[src/rtl/mem_ctrl.sv]
// mem_ctrl: byte-serial controller arbitrating instruction fetch and
// load/store ports onto an 8-bit little-endian external memory bus.
module mem_ctrl #(
  parameter int ADDR_W   = 32,
  parameter int IF_BYTES = 4
) (
  input  logic              clk,
  input  logic              rst,
  input  logic              rdy,
  input  logic              if_req,
  input  logic [ADDR_W-1:0] if_addr,
  input  logic              if_flush,
  output logic              if_ack,
  output logic [31:0]       if_data,
  input  logic              ls_req,
  input  logic              ls_wr,
  input  logic [1:0]        ls_size,
  input  logic [ADDR_W-1:0] ls_addr,
  input  logic [31:0]       ls_wdata,
  output logic              ls_ack,
  output logic [31:0]       ls_rdata,
  input  logic [7:0]        mem_din,
  output logic [7:0]        mem_dout,
  output logic [ADDR_W-1:0] mem_a,
  output logic              mem_wr,
  output logic              busy
);

  typedef enum logic [2:0] {
    IDLE,
    LS_RD,
    LS_WR,
    IF_RD,
    DONE
  } state_t;

  state_t            state_q, state_n;
  logic [ADDR_W-1:0] addr_q, addr_n;
  logic [2:0]        len_q, len_n;
  logic [2:0]        cnt_q, cnt_n;
  logic              fetch_q, fetch_n;
  logic [31:0]       wdata_q, wdata_n;
  logic [31:0]       rbuf_q, rbuf_n;
  logic [ADDR_W-1:0] a_q, a_n;
  logic [7:0]        dout_q, dout_n;
  logic              wr_q, wr_n;
  logic [31:0]       if_data_n;
  logic [31:0]       ls_rdata_n;

  logic [1:0]        rd_bi;
  logic [1:0]        wr_bi;
  logic              more;
  logic [ADDR_W-1:0] next_a;
  logic [2:0]        ls_len;

  assign rd_bi  = 2'(cnt_q - 3'd1);
  assign wr_bi  = 2'(cnt_q + 3'd1);
  assign more   = (cnt_q + 3'd1) < len_q;
  assign next_a = addr_q + ADDR_W'(cnt_q) + ADDR_W'(1);

  always_comb begin
    ls_len = 3'd4;
    if (ls_size == 2'b00) ls_len = 3'd1;
    else if (ls_size == 2'b01) ls_len = 3'd2;
  end

  always_ff @(posedge clk) begin
    if (!rst) begin
      state_q  <= IDLE;
      addr_q   <= '0;
      len_q    <= '0;
      cnt_q    <= '0;
      fetch_q  <= 1'b0;
      wdata_q  <= '0;
      rbuf_q   <= '0;
      a_q      <= '0;
      dout_q   <= '0;
      wr_q     <= 1'b0;
      if_data  <= '0;
      ls_rdata <= '0;
    end else if (rdy) begin
      state_q  <= state_n;
      addr_q   <= addr_n;
      len_q    <= len_n;
      cnt_q    <= cnt_n;
      fetch_q  <= fetch_n;
      wdata_q  <= wdata_n;
      rbuf_q   <= rbuf_n;
      a_q      <= a_n;
      dout_q   <= dout_n;
      wr_q     <= wr_n;
      if_data  <= if_data_n;
      ls_rdata <= ls_rdata_n;
    end
  end

  always_comb begin
    state_n    = state_q;
    addr_n     = addr_q;
    len_n      = len_q;
    cnt_n      = cnt_q;
    fetch_n    = fetch_q;
    wdata_n    = wdata_q;
    rbuf_n     = rbuf_q;
    a_n        = '0;
    dout_n     = '0;
    wr_n       = 1'b0;
    if_data_n  = if_data;
    ls_rdata_n = ls_rdata;
    unique case (state_q)
      IDLE: begin
        if (ls_req) begin
          addr_n  = ls_addr;
          len_n   = ls_len;
          cnt_n   = '0;
          fetch_n = 1'b0;
          wdata_n = ls_wdata;
          rbuf_n  = '0;
          a_n     = ls_addr;
          if (ls_wr) begin
            state_n = LS_WR;
            dout_n  = ls_wdata[7:0];
            wr_n    = 1'b1;
          end else begin
            state_n = LS_RD;
          end
        end else if (if_req && !if_flush) begin
          addr_n  = if_addr;
          len_n   = 3'(IF_BYTES);
          cnt_n   = '0;
          fetch_n = 1'b1;
          rbuf_n  = '0;
          a_n     = if_addr;
          state_n = IF_RD;
        end
      end
      LS_RD, IF_RD: begin
        if (state_q == IF_RD && if_flush) begin
          state_n = IDLE;
        end else begin
          // byte k-1 arrives the cycle after its address
          if (cnt_q != 3'd0) rbuf_n[{rd_bi, 3'b000} +: 8] = mem_din;
          if (cnt_q == len_q) begin
            state_n = DONE;
            if (fetch_q) if_data_n = rbuf_n;
            else ls_rdata_n = rbuf_n;
          end else begin
            cnt_n = cnt_q + 3'd1;
            if (more) a_n = next_a;
          end
        end
      end
      LS_WR: begin
        if (more) begin
          cnt_n  = cnt_q + 3'd1;
          a_n    = next_a;
          dout_n = wdata_q[{wr_bi, 3'b000} +: 8];
          wr_n   = 1'b1;
        end else begin
          state_n = DONE;
        end
      end
      DONE: begin
        state_n = IDLE;
      end
      default: begin
        state_n = IDLE;
      end
    endcase
  end

  assign if_ack   = (state_q == DONE) && fetch_q;
  assign ls_ack   = (state_q == DONE) && !fetch_q;
  assign busy     = (state_q != IDLE);
  assign mem_a    = a_q;
  assign mem_dout = dout_q;
  assign mem_wr   = wr_q & rdy;

endmodule

[config.mk]
export PLATFORM = sky130hd
export DESIGN_NAME = mem_ctrl
export DESIGN_NICKNAME = d
export VERILOG_FILES = /design/src/rtl/mem_ctrl.sv
export SDC_FILE = /design/constraint.sdc
export NUM_CORES = 1
export LEC_CHECK = 0
export ABC_AREA = 1
export CORE_UTILIZATION = 35
export CTS_CLUSTER_DIAMETER = 120
export DETAILED_ROUTE_END_ITERATION = 12
export DONT_BUFFER_PORTS = 1
export HOLD_SLACK_MARGIN = 0.06
export PLACE_DENSITY = 0.59
export SYNTH_ARGS = -nofsm -noshare
export SYNTH_HDL_FRONTEND = slang
export SYNTH_SLANG_ARGS = --single-unit
export TNS_END_PERCENT = 20
[constraint.sdc]
create_clock -name clk -period 4 [get_ports clk]
set_input_delay 0.6 -clock clk [delete_from_list [all_inputs] [get_ports clk]]
set_output_delay 0.6 -clock clk [all_outputs]
set_load 0.01 [all_outputs]
=== Word level (Yosys, flattened, before mapping) ===
Cells that the tools add are included.

* Flip-flop bits (word level): 211
* Bits of input ports: 113
* Output and inout port bits: 108
* Word-level logic and storage cells: 98

* $add $sub $neg: 5
* Order comparisons: 1
* Eq/ne operators: 12
* Shift operators: 3
* Multiplexer cells: 41
* Bitwise logic cells: 3
* Reduce and logical (&&, ||, !) cells: 21

{| class="wikitable"
|+ Operator list
! kind !! count
|-
| 2-to-1 mux 32 bit || 11
|-
| one-hot mux 32 bit (3 select lines) || 1
|-
| one-hot mux 32 bit (2 select lines) || 1
|-
| 2-to-1 mux 3 bit || 14
|-
| adder 32 x 1 -> 32 bit (second input constant) || 1
|-
| adder 32 x 3 -> 32 bit || 1
|-
| bitwise mux 32 bit || 1
|-
| variable shift 8 x 7 -> 32 bit (first input constant) || 1
|-
| indexed part select 32 x 6 -> 8 bit || 1
|-
| indexed part select 8 x 7 -> 32 bit || 1
|-
| 2-to-1 mux 8 bit || 3
|-
| one-hot mux 3 bit (3 select lines) || 2
|-
| one-hot mux 8 bit (2 select lines) || 1
|-
| AND reduction 5 bit || 2
|-
| nonzero test 3 bit || 3
|-
| inequality test 2 bit (second input constant) || 4
|-
| AND reduction 4 bit || 2
|-
| negation 5 -> 7 bit || 1
|-
| equality test 3 x 2 -> 1 bit (second input constant) || 2
|-
| inequality test 3 bit (second input constant) || 2
|-
| AND reduction 3 bit || 2
|-
| AND reduction 6 bit || 1
|-
| 2-to-1 mux 1 bit || 5
|-
| logical AND 1 bit || 4
|-
| other kinds (16) || 19
|}

=== Longest topological paths before layout ===
* Word-level depth: 7
* Gate-level depth with buffers: 15
* Depth with buffers taken out: 15

=== Worst setup path after synthesis ===
OpenSTA, ideal clock, no wires.

* Path type: reg2reg
* Start point: reg cnt_q[0]
* End point: reg dout_q[0] (netlist: mem_dout[0])
* Library setup time: 0.070 ns
* Arrival: 2.163 ns
* Data required time: 3.930 ns
* Path slack: 1.766 ns
* Cell stages (with the launch flop): 11
* Path buffers: 0
* Clock period less this slack: 2.234 ns
* Path through: dfxtp_1 > inv_1 > ha_1 > ha_1 > nand3_1 > o211ai_1 > nor2_1 > o21ai_0 > nand2_1 > nand2_1 > a21oi_1

* Cells in the longest elaborated chain, start to end: 4
* Elaborated cells on any way between the ends: 5
* Classes of those cells: add/sub: 1; order compare: 1; shift: 1; mux: 2

{| class="wikitable"
|+ RTL lines
! what !! line !! text
|-
| start: declaration || 40 || <nowiki>logic [2:0] cnt_q, cnt_n;</nowiki>
|-
| start signal: assignment || 85 || <nowiki>cnt_q <= cnt_n;</nowiki>
|-
| adder 3 x 1 -> 3 bit * || 58 || <nowiki>assign more = (cnt_q + 3'd1) < len_q;</nowiki>
|-
| indexed part select 32 x 6 -> 8 bit / < comparator 3 bit (equally long branches) || 157, 58 ||
|-
| 2-to-1 mux 8 bit * || 154 || <nowiki>if (more) begin</nowiki>
|-
| one-hot mux 8 bit (2 select lines) * || 110 || <nowiki>unique case (state_q)</nowiki>
|-
| end signal: assignment || 90 || <nowiki>dout_q <= dout_n;</nowiki>
|-
| end: declaration || 45 || <nowiki>logic [7:0] dout_q, dout_n;</nowiki>
|}

Every way passes the cells marked *; elsewhere a longest branch is shown, timed or not.
A chain may end at the register's enable or synchronous reset.

=== Final worst setup path ===
* Start point: reg cnt_q[0]
* End point: reg dout_q[6] (netlist: mem_dout[6])

Same word-level chain as after synthesis.

==> results.sh <==
export IMPL_p_sw_mw=1.93
export IMPL_slew_headroom_pct=44.6
export IMPL_finalHoldViolCount=0
export IMPL_cts_tree="built"
export IMPL_ant_nets=0
export IMPL_die_h_um=173
export IMPL_layout_min_cycle_time_ns=2.95
export IMPL_ys_ff_latch=211
export IMPL_num_fill_cells=3106
export IMPL_drc=0
export IMPL_firstDrtPassIters=5
export IMPL_timing_final_crit_share_pct=73.7
export IMPL_synth_warnings=0
export IMPL_final_common_cell="nand2_1"
export IMPL_yosys_area_share_simple_pct=24.4
export IMPL_synth_top_family_by_area="simple AND/OR/NAND/NOR gates"
export IMPL_dieArea_um2=30000
export IMPL_initial_core_util_pct=35.6
export IMPL_drt_wl_total_um=30700
export IMPL_rsz0062_at_grt="no"
export IMPL_worstSkewPairLatency_ns=0.53
export IMPL_drt_iter0_drc=622
export IMPL_synth_compound_area_share_pct=22.3
export IMPL_port_buffers=0
export IMPL_antenna_found_initial=0
export IMPL_synth_xor_area_share_pct=1.28
export IMPL_synth_nets=1653
export IMPL_skew_ns=0.0145
export IMPL_cpPeakStageDelay_ns=0.64
export IMPL_vias=9599
export IMPL_cp_start_kind="flop"
export IMPL_hp_class="input port to flop"
export IMPL_p_int_mw=4.00
export IMPL_fp_row_count=62
export IMPL_hpwl_um=21100
export IMPL_cp_arrival_ns=3.40
export IMPL_place_gp_congestion=0.854
export IMPL_muxShareOfSynthArea_pct=0
export IMPL_cts_sinks=211
export IMPL_root_buffer="clkbuf_16"
export IMPL_leakagePower_nw=4.38
export IMPL_power_frac_seq_pct=41.3
export IMPL_synth_avg_cell_area_um2=6.72
export IMPL_dieWidth_um=173
export IMPL_track_usage_pct=20.2
export IMPL_grt_pass1_vias=8949
export IMPL_area_growth_pct=10.3
export IMPL_netSwitchingFraction_pct=32.6
export IMPL_place_detailed_instances=1833
export IMPL_worstPathMaxFanout=10
export IMPL_diodes=0
export IMPL_utilization_pct=39.3
export IMPL_peakVddDrop_mv=0.297
export IMPL_p_comb_share_pct=19.1
export IMPL_cap_violations=0
export IMPL_clkSlewWorstSetupHoldPaths_ns=0.06
export IMPL_p_clk_share_pct=39.6
export IMPL_slew_viol_final=0
export IMPL_p_per_area_nw_per_um2=524
export IMPL_grt_pass1_wl_um=49100
export IMPL_most_common_layout_cells="nand2_1 (457), dfxtp_1 (211), a21oi_1 (187)"
export IMPL_status="completed"
export IMPL_h_tree_depth=1
export IMPL_synth_area_um2=10300
export IMPL_final_nets=1603
export IMPL_core_area_um2=28800
export IMPL_critPathSlowestCell="nor2_1"
export IMPL_fin_total_pwr_mw=5.93
export IMPL_drive_above_1_share_pct=5.02
export IMPL_synth_adder_area_share_pct=1.78
export IMPL_synth_cell_types=38
export IMPL_io_pins=221
export IMPL_numCtsBuffers=25
export IMPL_post_cts_resized=0
export IMPL_worstSetupPathType="flop to flop"
export IMPL_cp_required_ns=4.45
export IMPL_grt_start_max_net_pins=134
export IMPL_r2r_slack_ns=1.05
export IMPL_setup_viol=0
export IMPL_critPathCaptureType="flop"
export IMPL_cts_buffer_depth=3
export IMPL_worst_slew_pin_slew_ns=0.830
export IMPL_fin_cells=1878
export IMPL_post_drt_wl_per_cell_um=16.3
export IMPL_crit_chain="inv_1 -> ha_1 -> ha_1 -> nand3_1 -> o211ai_1 -> nor2_1 -> o21ai_0 -> nand2_1 -> nand2_1 -> a21oi_1"
export IMPL_fin_tns_setup_ns=0
export IMPL_synth_seq_area_share_pct=41.2
export IMPL_max_freq_mhz=339
export IMPL_post_cts_buffers=0
export IMPL_syn_inst=1526
export IMPL_ctsHoldBuffers=0
export IMPL_globalRouteOverflowTotal=0
export IMPL_via_per_inst=5.11
==> per-stage QoR <==
step / cell area [um^2] / hold WS [ns] / setup slack (ns)
after floorplan: 10300 / 0.425 / 1.77
after global placement: 10500 / 0.436 / 1.12
after detailed placement: 10500 / 0.443 / 0.990
after CTS: 11300 / 0.194 / 1.06
after global routing: 11300 / 0.205 / 0.795
final: 11300 / 0.211 / 1.05
==> area by class of cell <==
class                   count  area [um^2]  area share, %
repair buffers              8         60.1          0.531
clock buffers              33          696           6.15
flip-flops and latches    211         4220           37.4
clock inverters            12          148           1.31
multi-input cells        1074         5110           45.2
inverters                 156          586           5.18
well taps                 384          480           4.25
==> worst max-delay path, delay by kind of cell, from the launching register on <==
family | cells | cell delay (ns)
compound gates | 3 | 0.53
buf+inv | 1 | 0.23
flops | 1 | 0.52
simple gates | 4 | 0.93
fa+ha+maj | 2 | 0.66
==> per-layer routing <==
layer | up-vias | GRT usage [%] | wire length (um)
li1 | 4879 | - | -
met1 | 4367 | 26.0 | 13600
met2 | 306 | 33.2 | 14000
met3 | 47 | 5.34 | 2390
met4 | 0 | 5.53 | 714
met5 | - | 0 | 0
==> cells by family (layout without fill, tap and decap cells) <==
kind of cell             after synthesis  in the layout
AND/OR/NAND/NOR                      619            619
XOR/XNOR                              15             15
flip-flops                           211            211
buffers and inverters                241            209
AO/OA/AOI/OAI                        426            426
adder cells (fa/ha/maj)               14             14
==> final timing paths <==
check,cells past startpoint,startpoint,endpoint
worst max-delay path,10,cnt_q[0],mem_dout[6]
worst min-delay path,2,ls_wdata[23],wdata_q[23]
worst max register to register,10,cnt_q[0],mem_dout[6]
worst min register to register,2,wdata_q[28],wdata_q[28]
==> sequential cells by signal (all words and copies together), names as in the netlist <==
signal and cells:
addr_q 32, if_data 32, ls_rdata 32, mem_a 32
rbuf_q 32, wdata_q 32, mem_dout 8, cnt_q 3
len_q 3, state_q 3, fetch_q 1, wr_q 1
==> power by group through the flow <==
stage | Combinational [mW] | Sequential, mW | Clock (mW)
2_1_floorplan | 0.869 | 2.45 | 0
3_3_place_gp | 1.12 | 2.49 | 0
3_5_place_dp | 1.13 | 2.50 | 0
4_1_cts | 1.13 | 2.45 | 2.41
5_1_grt | 1.29 | 2.47 | 2.50
6_report | 1.13 | 2.45 | 2.35
==> cell usage after synthesis (all sizes together) <==
library cell / number / share of area, %
nand2: 460 / 17
dfxtp: 211 / 41
a21oi: 189 / 9.4
o21ai: 173 / 8.5
inv: 154 / 5.6
nor2: 70 / 2.7
nand3: 68 / 3.3
clkbuf: 62 / 2.3
o31ai: 24 / 1.8
buf: 23 / 1.0
a31oi: 19 / 1.2
ha: 13 / 1.6
o22ai: 11 / 0.67
xor2: 10 / 0.85
nand3b: 6 / 0.44
nand4: 6 / 0.37
xnor2: 5 / 0.43
a211oi: 4 / 0.29
nor3: 4 / 0.29
and2: 3 / 0.18
a21boi: 2 / 0.15
clkinv: 2 / 0.073
o211ai: 2 / 0.15
a22oi: 1 / 0.073
fa: 1 / 0.20
nor3b: 1 / 0.12
o221ai: 1 / 0.085
or2: 1 / 0.061
Note: power is estimated with default switching activity, not from simulation.
==> RTL edit: new RTL, same flow settings <==
Set the parameter `ADDR_W` to 36 (it was 32).
--- a/src/rtl/mem_ctrl.sv
+++ b/src/rtl/mem_ctrl.sv
@@ -3,3 +3,3 @@
 module mem_ctrl #(
-  parameter int ADDR_W   = 32,
+  parameter int ADDR_W   = 36,
   parameter int IF_BYTES = 4
Ports: changed (resized if_addr, ls_addr and mem_a); port bits go from 221 to 233. No check against the original RTL was run, so the function may have changed too.
==> RTL edit against the original RTL <==
  * Routed wire length up 8.5%
  * Sequential cell count rose by 8
  * Setup slack gained 110 ps
  * Die area up 4.7%
  * Design area rose by 5.6%
  * Utilization is 0.57 points higher
  * Non-clock buffer count increased by 7
  * Total power up 8.6%
  * Clock power grew 8.5%
  * Via count grew 6.4%
  * Area after synthesis rose by 4.8%
  * Critical endpoint is now mem_dout[5]$_SDFFE_PN0P_
  * Highest routed layer is now met5
==> RTL edit: results <==
[clocking]
worstSkewPairLatency_ps = 530
cts_buffers = 26
cts.repair.resized = 0

[layout]
fill_cells = 3176
nNetsFinal = 1692
layout-drive-gt1-share = 0.04880

[routing]
drt-initial-drc-count = 660
avgViaCountPerCell = 5.188
finalWirelength_um = 33290

[grt]
grt_pass1_vias = 9485
grtUsageTotal = 0.2076
antenna_found_initial = 2
grt_start_max_net_pins = 122
grt_pass1_wl_um = 51670

[yosys]
synth_common_cells = "nand2_1 (477), dfxtp_1 (219), a21oi_1 (210), inv_1 (174), o21ai_0 (150)"
yosys.cell_types.count = 41
yosys-top-cells-area = "dfxtp_1 (41%), nand2_1 (17%), a21oi_1 (9.8%)"
ys.warnings.count = 0
seq_area_frac_synth = 0.4081

[critical_path]
r2r_slack_ps = 1160
reg2reg_depth = 10
critPathMaxFanout = 11
reg2reg_to = "mem_dout[5]$_SDFFE_PN0P_"
arrival_ps = 3290

[outcome]
status = "completed"

[pwr]
netSwitchingFraction = 0.3234
peakVddDrop_mv = 0.3230
p_leak_uw = 0.004620

[placement]
dpl.hpwl_um = 22990
gp_congestion = 0.8632

[min_path]
hold_path_end = "addr_q[3]$_SDFFE_PN0P_"
worstHoldStart = "rst"
hp-class = "in -> reg"
worst_hold_path.num_cells = 2

[timing]
worstMarginPinSlew_ps = 991.5
clock_skew_ps = 7.245
-- RTL edit: cell types whose count changed in the layout (fill, tap and decap cells not counted), moves of 9 or more --
| cell | before | now |
|---|---|---|
| nand3_1 | 66 | 55 |
| a31oi_1 | 19 | 28 |
| o21ai_0 | 161 | 150 |
| a21oi_1 | 187 | 210 |
| o31ai_1 | 24 | 10 |
| nand2_1 | 457 | 477 |
| nor2_1 | 65 | 74 |
| inv_1 | 146 | 174 |
-- RTL edit: how the worst max path moves through the flow --
stage / to / slack (ps)
2_1_floorplan: cnt_q[1]$_SDFFE_PN0P_ / 1670
3_3_place_gp: if_data[31]$_SDFFE_PN0P_ / 1240
3_5_place_dp: state_q[2]$_SDFFE_PN0P_ / 1160
4_1_cts: state_q[2]$_SDFFE_PN0P_ / 1140
5_1_grt: state_q[2]$_SDFFE_PN0P_ / 920
6_report: mem_dout[5]$_SDFFE_PN0P_ / 1160
-- RTL edit: kinds of logic (layout without fill, tap and decap cells) --
family          after synthesis  count (layout)  share of synthesized area
compound gates              447             447                     0.2272
xor+xnor                     21              21                    0.01712
fa+ha+maj                    13              13                    0.01584
buf+inv                     269             242                    0.09514
flops                       219             219                     0.4081
simple gates                636             636                     0.2366
-- RTL edit: layout make-up --
class / instances / share of cell area
inverters: 179 / 0.05637
multi-input cells: 1117 / 0.4478
clock buffers: 39 / 0.06538
repair buffers: 15 / 0.009430
well taps: 390 / 0.04086
flip-flops and latches: 219 / 0.3671
clock inverters: 9 / 0.01299
-- RTL edit: metrics by stage --
step,hold slack [ps],instances,cell area (µm²)
finish,213.4,1968,11940
global placement,437.3,1920,11010
floorplan,424.7,1605,10740
global route,200.5,1968,11940
CTS,188.9,1968,11940
detailed placement,443.3,1920,11010
-- RTL edit: power by group through the flow --
stage	sequential (µW)	clock, µW	combinational [µW]
2_1_floorplan	2580	0	988
3_3_place_gp	2640	0	1290
3_5_place_dp	2650	0	1300
4_1_cts	2600	2620	1310
5_1_grt	2630	2710	1470
6_report	2600	2550	1290
-- RTL edit: worst max-delay path, stage by stage (launching register included) --
cell and delay [ps]:
dfxtp_1 520, inv_1 200, ha_1 400, ha_1 290
a21oi_1 160, o21ai_1 140, nor2_1 600, o21ai_0 190
nand2_1 90, nand2_1 50, a21oi_1 120
-- RTL edit: routing by layer --
metal | routed length, µm | up-vias | track usage
met5 | 13 | - | 0
met4 | 722 | 2 | 0.05316
met3 | 2995 | 49 | 0.05756
met2 | 14610 | 340 | 0.3315
met1 | 14940 | 4673 | 0.2734
li1 | - | 5146 | -
